$ cat src/rtl/alu_sched_pkg.sv
// Shared types for the ALU scheduler: opcode codes, FSM state encoding and
// the pass-select values that steer the ALU input mux.
package alu_sched_pkg;

  localparam logic [2:0] ALU_ADD = 3'd0;
  localparam logic [2:0] ALU_SUB = 3'd1;
  localparam logic [2:0] ALU_AND = 3'd2;
  localparam logic [2:0] ALU_OR  = 3'd3;
  localparam logic [2:0] ALU_XOR = 3'd4;
  localparam logic [2:0] ALU_NOT = 3'd5;
  localparam logic [2:0] ALU_SHL = 3'd6;
  localparam logic [2:0] ALU_SHR = 3'd7;

  typedef enum logic [2:0] {
    ST_IDLE,
    ST_LO,
    ST_HI,
    ST_FIX,
    ST_RESP
  } alu_sched_state_t;

  localparam logic [1:0] PASS_LO  = 2'd0;
  localparam logic [1:0] PASS_HI  = 2'd1;
  localparam logic [1:0] PASS_FIX = 2'd2;

  function automatic logic is_arith(input logic [2:0] op);
    return (op == ALU_ADD) || (op == ALU_SUB);
  endfunction

  function automatic logic is_shift(input logic [2:0] op);
    return (op == ALU_SHL) || (op == ALU_SHR);
  endfunction

endpackage

$ cat src/rtl/alu_sched_alu.sv
// 16-bit combinational ALU; carry is the add carry-out or the subtract borrow,
// zero flags an all-zero result. No latency, no flow control.
module alu
  import alu_sched_pkg::*;
(
  input  logic [2:0]  op,
  input  logic [15:0] a,
  input  logic [15:0] b,
  output logic [15:0] y,
  output logic        carry,
  output logic        zero
);

  logic [16:0] sum;

  always_comb begin
    sum   = 17'd0;
    y     = 16'd0;
    carry = 1'b0;
    case (op)
      ALU_ADD: begin
        sum   = {1'b0, a} + {1'b0, b};
        y     = sum[15:0];
        carry = sum[16];
      end
      ALU_SUB: begin
        // Bit 16 of the 17-bit difference is set exactly when a < b.
        sum   = {1'b0, a} - {1'b0, b};
        y     = sum[15:0];
        carry = sum[16];
      end
      ALU_AND: y = a & b;
      ALU_OR:  y = a | b;
      ALU_XOR: y = a ^ b;
      ALU_NOT: y = ~a;
      ALU_SHL: y = a << b[3:0];
      ALU_SHR: y = a >> b[3:0];
      default: y = 16'd0;
    endcase
  end

  assign zero = (y == 16'd0);

endmodule

$ cat src/rtl/alu_sched.sv
// Round-robin arbiter sharing one 16-bit ALU; wide ops run as LO/HI(/FIX) passes.
// Latency grant->rsp_valid 2/3/4 cycles; holds the response until rsp_ready, no grants meanwhile.
module alu_sched
  import alu_sched_pkg::*;
#(
  parameter int NREQ = 2,
  parameter int ID_W = $clog2(NREQ)
) (
  input  logic                 clk,
  input  logic                 rst,
  input  logic [NREQ-1:0]      req_valid,
  output logic [NREQ-1:0]      req_ready,
  input  logic [3*NREQ-1:0]    req_op,
  input  logic [NREQ-1:0]      req_wide,
  input  logic [32*NREQ-1:0]   req_a,
  input  logic [32*NREQ-1:0]   req_b,
  output logic                 rsp_valid,
  input  logic                 rsp_ready,
  output logic [ID_W-1:0]      rsp_id,
  output logic [15:0]          rsp_lo,
  output logic [15:0]          rsp_hi,
  output logic                 rsp_carry,
  output logic                 rsp_zero
);

  alu_sched_state_t state;
  logic [ID_W-1:0]  last;
  logic [2:0]       op_q;
  logic             wide_q;
  logic [31:0]      a_q, b_q;
  logic [15:0]      lo_q, hi_q;
  logic             lo_c, hi_c;

  logic [2*NREQ-1:0] dbl;
  logic [NREQ-1:0]   rot;
  int                off, w_int;
  logic              grant_any;
  logic [ID_W-1:0]   grant_id;

  // Rotate so that bit 0 is requester last+1, then pick the lowest set bit.
  always_comb begin
    dbl       = {req_valid, req_valid} >> (int'(last) + 1);
    rot       = dbl[NREQ-1:0];
    off       = 0;
    for (int k = NREQ - 1; k >= 0; k--) begin
      if (rot[k]) off = k;
    end
    w_int     = int'(last) + 1 + off;
    if (w_int >= NREQ) w_int = w_int - NREQ;
    grant_id  = ID_W'(w_int);
    grant_any = |req_valid;
  end

  always_comb begin
    req_ready = '0;
    if (state == ST_IDLE && !rst && grant_any) req_ready[grant_id] = 1'b1;
  end

  logic [2:0]  sel_op;
  logic        sel_wide;
  logic [31:0] sel_a, sel_b;

  always_comb begin
    sel_op   = 3'd0;
    sel_wide = 1'b0;
    sel_a    = 32'd0;
    sel_b    = 32'd0;
    for (int i = 0; i < NREQ; i++) begin
      if (grant_id == ID_W'(i)) begin
        sel_op   = req_op[3*i +: 3];
        sel_wide = req_wide[i];
        sel_a    = req_a[32*i +: 32];
        sel_b    = req_b[32*i +: 32];
      end
    end
  end

  logic [1:0]  pass_sel;
  logic [15:0] alu_a, alu_b, alu_y;
  logic        alu_c, alu_z;

  always_comb begin
    pass_sel = PASS_LO;
    if (state == ST_HI)       pass_sel = PASS_HI;
    else if (state == ST_FIX) pass_sel = PASS_FIX;
    alu_a = a_q[15:0];
    alu_b = b_q[15:0];
    case (pass_sel)
      PASS_HI: begin
        alu_a = a_q[31:16];
        alu_b = b_q[31:16];
      end
      PASS_FIX: begin
        alu_a = hi_q;
        alu_b = 16'd1;
      end
      default: ;
    endcase
  end

  alu u_alu (
    .op    (op_q),
    .a     (alu_a),
    .b     (alu_b),
    .y     (alu_y),
    .carry (alu_c),
    .zero  (alu_z)
  );

  always_ff @(posedge clk or posedge rst) begin
    if (rst) begin
      state     <= ST_IDLE;
      last      <= ID_W'(NREQ - 1);
      op_q      <= 3'd0;
      wide_q    <= 1'b0;
      a_q       <= 32'd0;
      b_q       <= 32'd0;
      lo_q      <= 16'd0;
      hi_q      <= 16'd0;
      lo_c      <= 1'b0;
      hi_c      <= 1'b0;
      rsp_valid <= 1'b0;
      rsp_id    <= '0;
      rsp_lo    <= 16'd0;
      rsp_hi    <= 16'd0;
      rsp_carry <= 1'b0;
      rsp_zero  <= 1'b0;
    end else begin
      case (state)
        ST_IDLE: begin
          if (grant_any) begin
            op_q   <= sel_op;
            wide_q <= sel_wide & ~is_shift(sel_op);
            a_q    <= sel_a;
            b_q    <= sel_b;
            rsp_id <= grant_id;
            last   <= grant_id;
            state  <= ST_LO;
          end
        end
        ST_LO: begin
          lo_q <= alu_y;
          if (op_q == ALU_ADD)      lo_c <= alu_c;
          else if (op_q == ALU_SUB) lo_c <= (a_q[15:0] < b_q[15:0]);
          else                      lo_c <= 1'b0;
          if (wide_q) begin
            state <= ST_HI;
          end else begin
            rsp_lo    <= alu_y;
            rsp_hi    <= 16'd0;
            rsp_carry <= alu_c;
            rsp_zero  <= alu_z;
            rsp_valid <= 1'b1;
            state     <= ST_RESP;
          end
        end
        ST_HI: begin
          hi_q <= alu_y;
          hi_c <= alu_c;
          if (is_arith(op_q) && lo_c) begin
            state <= ST_FIX;
          end else begin
            rsp_lo    <= lo_q;
            rsp_hi    <= alu_y;
            rsp_carry <= alu_c;
            rsp_zero  <= (alu_y == 16'd0) && (lo_q == 16'd0);
            rsp_valid <= 1'b1;
            state     <= ST_RESP;
          end
        end
        ST_FIX: begin
          // Carry/borrow can come from the HI pass or the +-1 fix, never both.
          rsp_lo    <= lo_q;
          rsp_hi    <= alu_y;
          rsp_carry <= hi_c | alu_c;
          rsp_zero  <= (alu_y == 16'd0) && (lo_q == 16'd0);
          rsp_valid <= 1'b1;
          state     <= ST_RESP;
        end
        ST_RESP: begin
          if (rsp_ready) begin
            rsp_valid <= 1'b0;
            state     <= ST_IDLE;
          end
        end
        default: state <= ST_IDLE;
      endcase
    end
  end

endmodule

$ cat config.mk
export PLATFORM = sky130hd
export DESIGN_NAME = alu_sched
export DESIGN_NICKNAME = d
export VERILOG_FILES = /design/src/rtl/alu_sched_pkg.sv /design/src/rtl/alu_sched_alu.sv /design/src/rtl/alu_sched.sv
export SDC_FILE = /design/constraint.sdc
export NUM_CORES = 1
export LEC_CHECK = 0
export ABC_CLOCK_PERIOD_IN_PS = 14100
export CORE_MARGIN = 1.5
export CORE_UTILIZATION = 61
export CTS_BUF_LIST = sky130_fd_sc_hd__clkbuf_8
export DETAILED_ROUTE_END_ITERATION = 8
export MAX_ROUTING_LAYER = met4
export PLACE_DENSITY = 0.87
export SLEW_MARGIN = 20
export SYNTH_ARGS = -nofsm -noshare
export SYNTH_HDL_FRONTEND = slang
export SYNTH_SLANG_ARGS = --single-unit
$ cat constraint.sdc
create_clock -name clk -period 14.1 [get_ports clk]
set_clock_uncertainty 0.05 [all_clocks]
set_input_delay 4.23 -clock clk [delete_from_list [all_inputs] [get_ports clk]]
set_output_delay 4.23 -clock clk [all_outputs]
set_load 0.005 [all_outputs]
==> key figures <==
Global route
  – Largest net degree at the start of global routing: ~120
  – Total Routing Usage GR: around two fifths
  – Initial antenna violation count: 0
  – Vias in the first global route: approximately 11000
  – Grt total ovfl: 0
  – First-pass GRT wire length: just over 60000 um

Floorplan
  – Die Y: around 140 um
  – Die width: roughly 140 um
  – Io pins: between 150 and 200
  – Core region area: about 0.019 mm^2
  – Standard-cell row count: 50
  – DIE AREA: between 0.02 and 0.025 mm^2
  – Initial core utilization: 62.7%

Critical path
  – Critical-path maximum fanout: 62
  – Worst Path Required: between 9 and 10 ns
  – Kind of critical path: in -> out
  – Startpoint types: input port
  – CP endpoint kind: primary output
  – CP arrival: 6.57 ns

Detailed routing
  – Drt via density: around 6.6
  – Drt first pass iters: 7
  – Met3 routed WL: 4500 um
  – Initial DRC count: ~1800
  – Via count: around 12000
  – Antenna Nets Post-Route: 0
  – # DRC: 0
  – Metal-1 WL: around 15000 um
  – Met2 Routed Length: between 15000 and 20000 um
  – WL/cell: roughly 22 um
  – Top Metal Used: met4
  – Drt total wl: between 30000 and 40000 um

Clock network
  – Max clock buf depth: 2
  – CTS root buffer: clkbuf_8
  – Post_cts resized: 0
  – Worst-path clk slew: ~0.080 ns
  – Worst-Skew Late Latency: 0.47 ns
  – Post-cts hold buffer count: 0
  – CTS tree: yes
  – Sink Count: around 140
  – CTS buffer count: 17
  – Max H-tree Level: 4
  – Setup bufs post-CTS: 0

STA
  – Final period utilization: between 70% and 80%
  – Final hold vios: 0
  – Setup violations, final: 0
  – Rel. slew slack: 25.5%
  – Min Tclk post-route: between 10 and 15 ns
  – Max Clk Rate: 0.0921 GHz
  – Worst Tran Pin Value: roughly 1.1 ns
  – Total Negative Setup Slacks: 0 ns
  – RSZ-0062 raised after global routing: no
  – Slew Viols, Final: 0

Layout
  – N_diodes: 0
  – Nets: around 1800
  – Layout cells sized above 1: 7.86%
  – Synth-to-Final Area Change: 18.5%

Placement
  – Global placer's final weighted congestion: 1.13
  – Port buffer count: 178
  – Detailed Place HPWL: around 30000 um

Logic synthesis
  – Sequential element share of the synthesized area: 30.1%
  – Post-synth top flop: dfrtp_1
  – #FFs+latches synth: 142
  – YS warnings: 0
  – Post-synth design cell area: approximately 0.012 mm^2
  – Synthesized area per cell: a little over 8 um^2
  – Synth async-reset ratio: 100%
  – Cells after Synth: about 1400
  – Post-synth EDFFs: 0
  – Syn Nets: about 1600
  – Synth cell types: 101

Outcome
  – Outcome: complete, no violations

Flow run
  – Max-cap viol count: 0

Hold path
  – Hold Path Class: reg -> reg
area by class of cell:
cell class / instances / area [um^2]
Clock buffer: 18 / 248
Clock inverter: 14 / 179
Fill cell: 1401 / 4850
Inverter: 73 / 279
Multi-Input combinational cell: 1125 / 7500
Sequential cell: 142 / 3560
Tap cell: 260 / 325
Timing Repair Buffer: 192 / 1890
synth_stat cells (6+ instances only):
cell / number / area (um^2)
a211o_1: 6 / 52.6
a211oi_1: 16 / 120
a21o_1: 10 / 75.1
a21oi_1: 82 / 410
a221o_1: 11 / 110
a221oi_1: 9 / 78.8
a22oi_1: 8 / 60.1
a31oi_1: 12 / 75.1
buf_1: 6 / 22.5
buf_2: 17 / 85.1
buf_6: 12 / 135
clkbuf_1: 65 / 244
dfrtp_1: 141 / 3530
ha_1: 64 / 801
inv_1: 69 / 259
mux2_2: 27 / 304
mux2_4: 6 / 90.1
mux2i_1: 94 / 941
nand2_1: 213 / 800
nand2b_1: 32 / 200
nand3_1: 15 / 75.1
nand4_1: 6 / 37.5
nor2_1: 106 / 398
nor2b_1: 16 / 100
nor3_1: 26 / 130
nor4_1: 9 / 56.3
o211ai_1: 14 / 105
o21ai_0: 168 / 841
o22ai_1: 13 / 81.3
o31ai_1: 9 / 67.6
o32ai_1: 8 / 70.1
or3_1: 7 / 43.8
xnor2_1: 8 / 70.1
layer usage:
| metal | vias up | GRT usage [%] |
|---|---|---|
| met2 | 847 | 60.3 |
| li1 | 5420 | - |
| met5 | - | - |
| met4 | 0 | 22.0 |
| met3 | 183 | 10.3 |
| met1 | 5672 | 52.6 |
metrics by stage:
stage / setup WS (ns) / hold slack (ns) / util [%] / std cells / cell area (um^2)
6_report: 3.25 / 0.429 / 74.3 / 1824 / 14000
5_1_grt: 3.07 / 0.455 / 74.3 / 1824 / 14000
4_1_cts: 3.22 / 0.437 / 74.2 / 1824 / 14000
3_5_place_dp: 3.24 / 0.415 / 72.0 / 1792 / 13600
3_3_place_gp: 3.26 / 0.410 / 72.0 / 1792 / 13600
2_1_floorplan: 4.49 / 0.392 / - / 1441 / 11800
path summary, 6_finish.rpt:
| kind | from | end | slack (ns) | depth (start not counted) |
|---|---|---|---|---|
| worst min register to register | rsp_hi[7] | rsp_hi[7] | 0.43 | 2 |
| worst min-delay path | rsp_hi[7] | rsp_hi[7] | 0.43 | 2 |
| worst max register to register | state[2] | rsp_zero | 8.25 | 15 |
| min in group asynchronous | rst | a_q[24] | 4.23 | 2 |
| max in group asynchronous | rst | rsp_hi[1] | 8.66 | 3 |
| worst max-delay path | req_valid[0] | req_ready[0] | 3.25 | 5 |
cells by family (layout without fill, tap and decap cells):
logic type / count (synthesis) / after routing / share of synthesized area [%]
and+or+nand+nor: 469 / 469 / 18.6
muxes: 132 / 132 / 11.9
AOI/OAI and AO/OA: 446 / 446 / 24.8
buffers and inverters: 174 / 297 / 6.49
DFF: 142 / 142 / 30.1
adders and majority gates: 67 / 67 / 7.21
xor gates and xnor gates: 11 / 11 / 0.816
cell usage in the layout (no fill, tap or decap), types with 13 or more instances in the layout:
cell type / netlist / layout
a211oi_1: 16 / 16
a21oi_1: 82 / 82
buf_4: 0 / 13
clkbuf_8: 0 / 18
clkdlybuf4s50_1: 0 / 178
dfrtp_1: 141 / 140
ha_1: 64 / 64
inv_1: 69 / 69
mux2_2: 27 / 27
mux2i_1: 94 / 94
nand2_1: 213 / 212
nand2b_1: 32 / 32
nand3_1: 15 / 15
nor2_1: 106 / 106
nor2b_1: 16 / 15
nor3_1: 26 / 26
o211ai_1: 14 / 14
o21ai_0: 168 / 168
o22ai_1: 13 / 13
state kept, by name, indices dropped and copies added (netlist names), 3 cells and up:
register / count
a_q: 32
b_q: 32
hi_q: 16
lo_q: 16
op_q: 3
rsp_hi: 16
rsp_lo: 16
state: 3
worst max-delay path, stage by stage:
cell and delay [ns]:
clkdlybuf4s50_1 0.49, maj3_4 0.30, buf_4 0.74, nor3b_1 0.27
clkdlybuf4s50_1 0.54
Power is left out: the tool's default activity adds up to more than one toggle a clock period on the data nets, which glitch-free logic cannot reach.
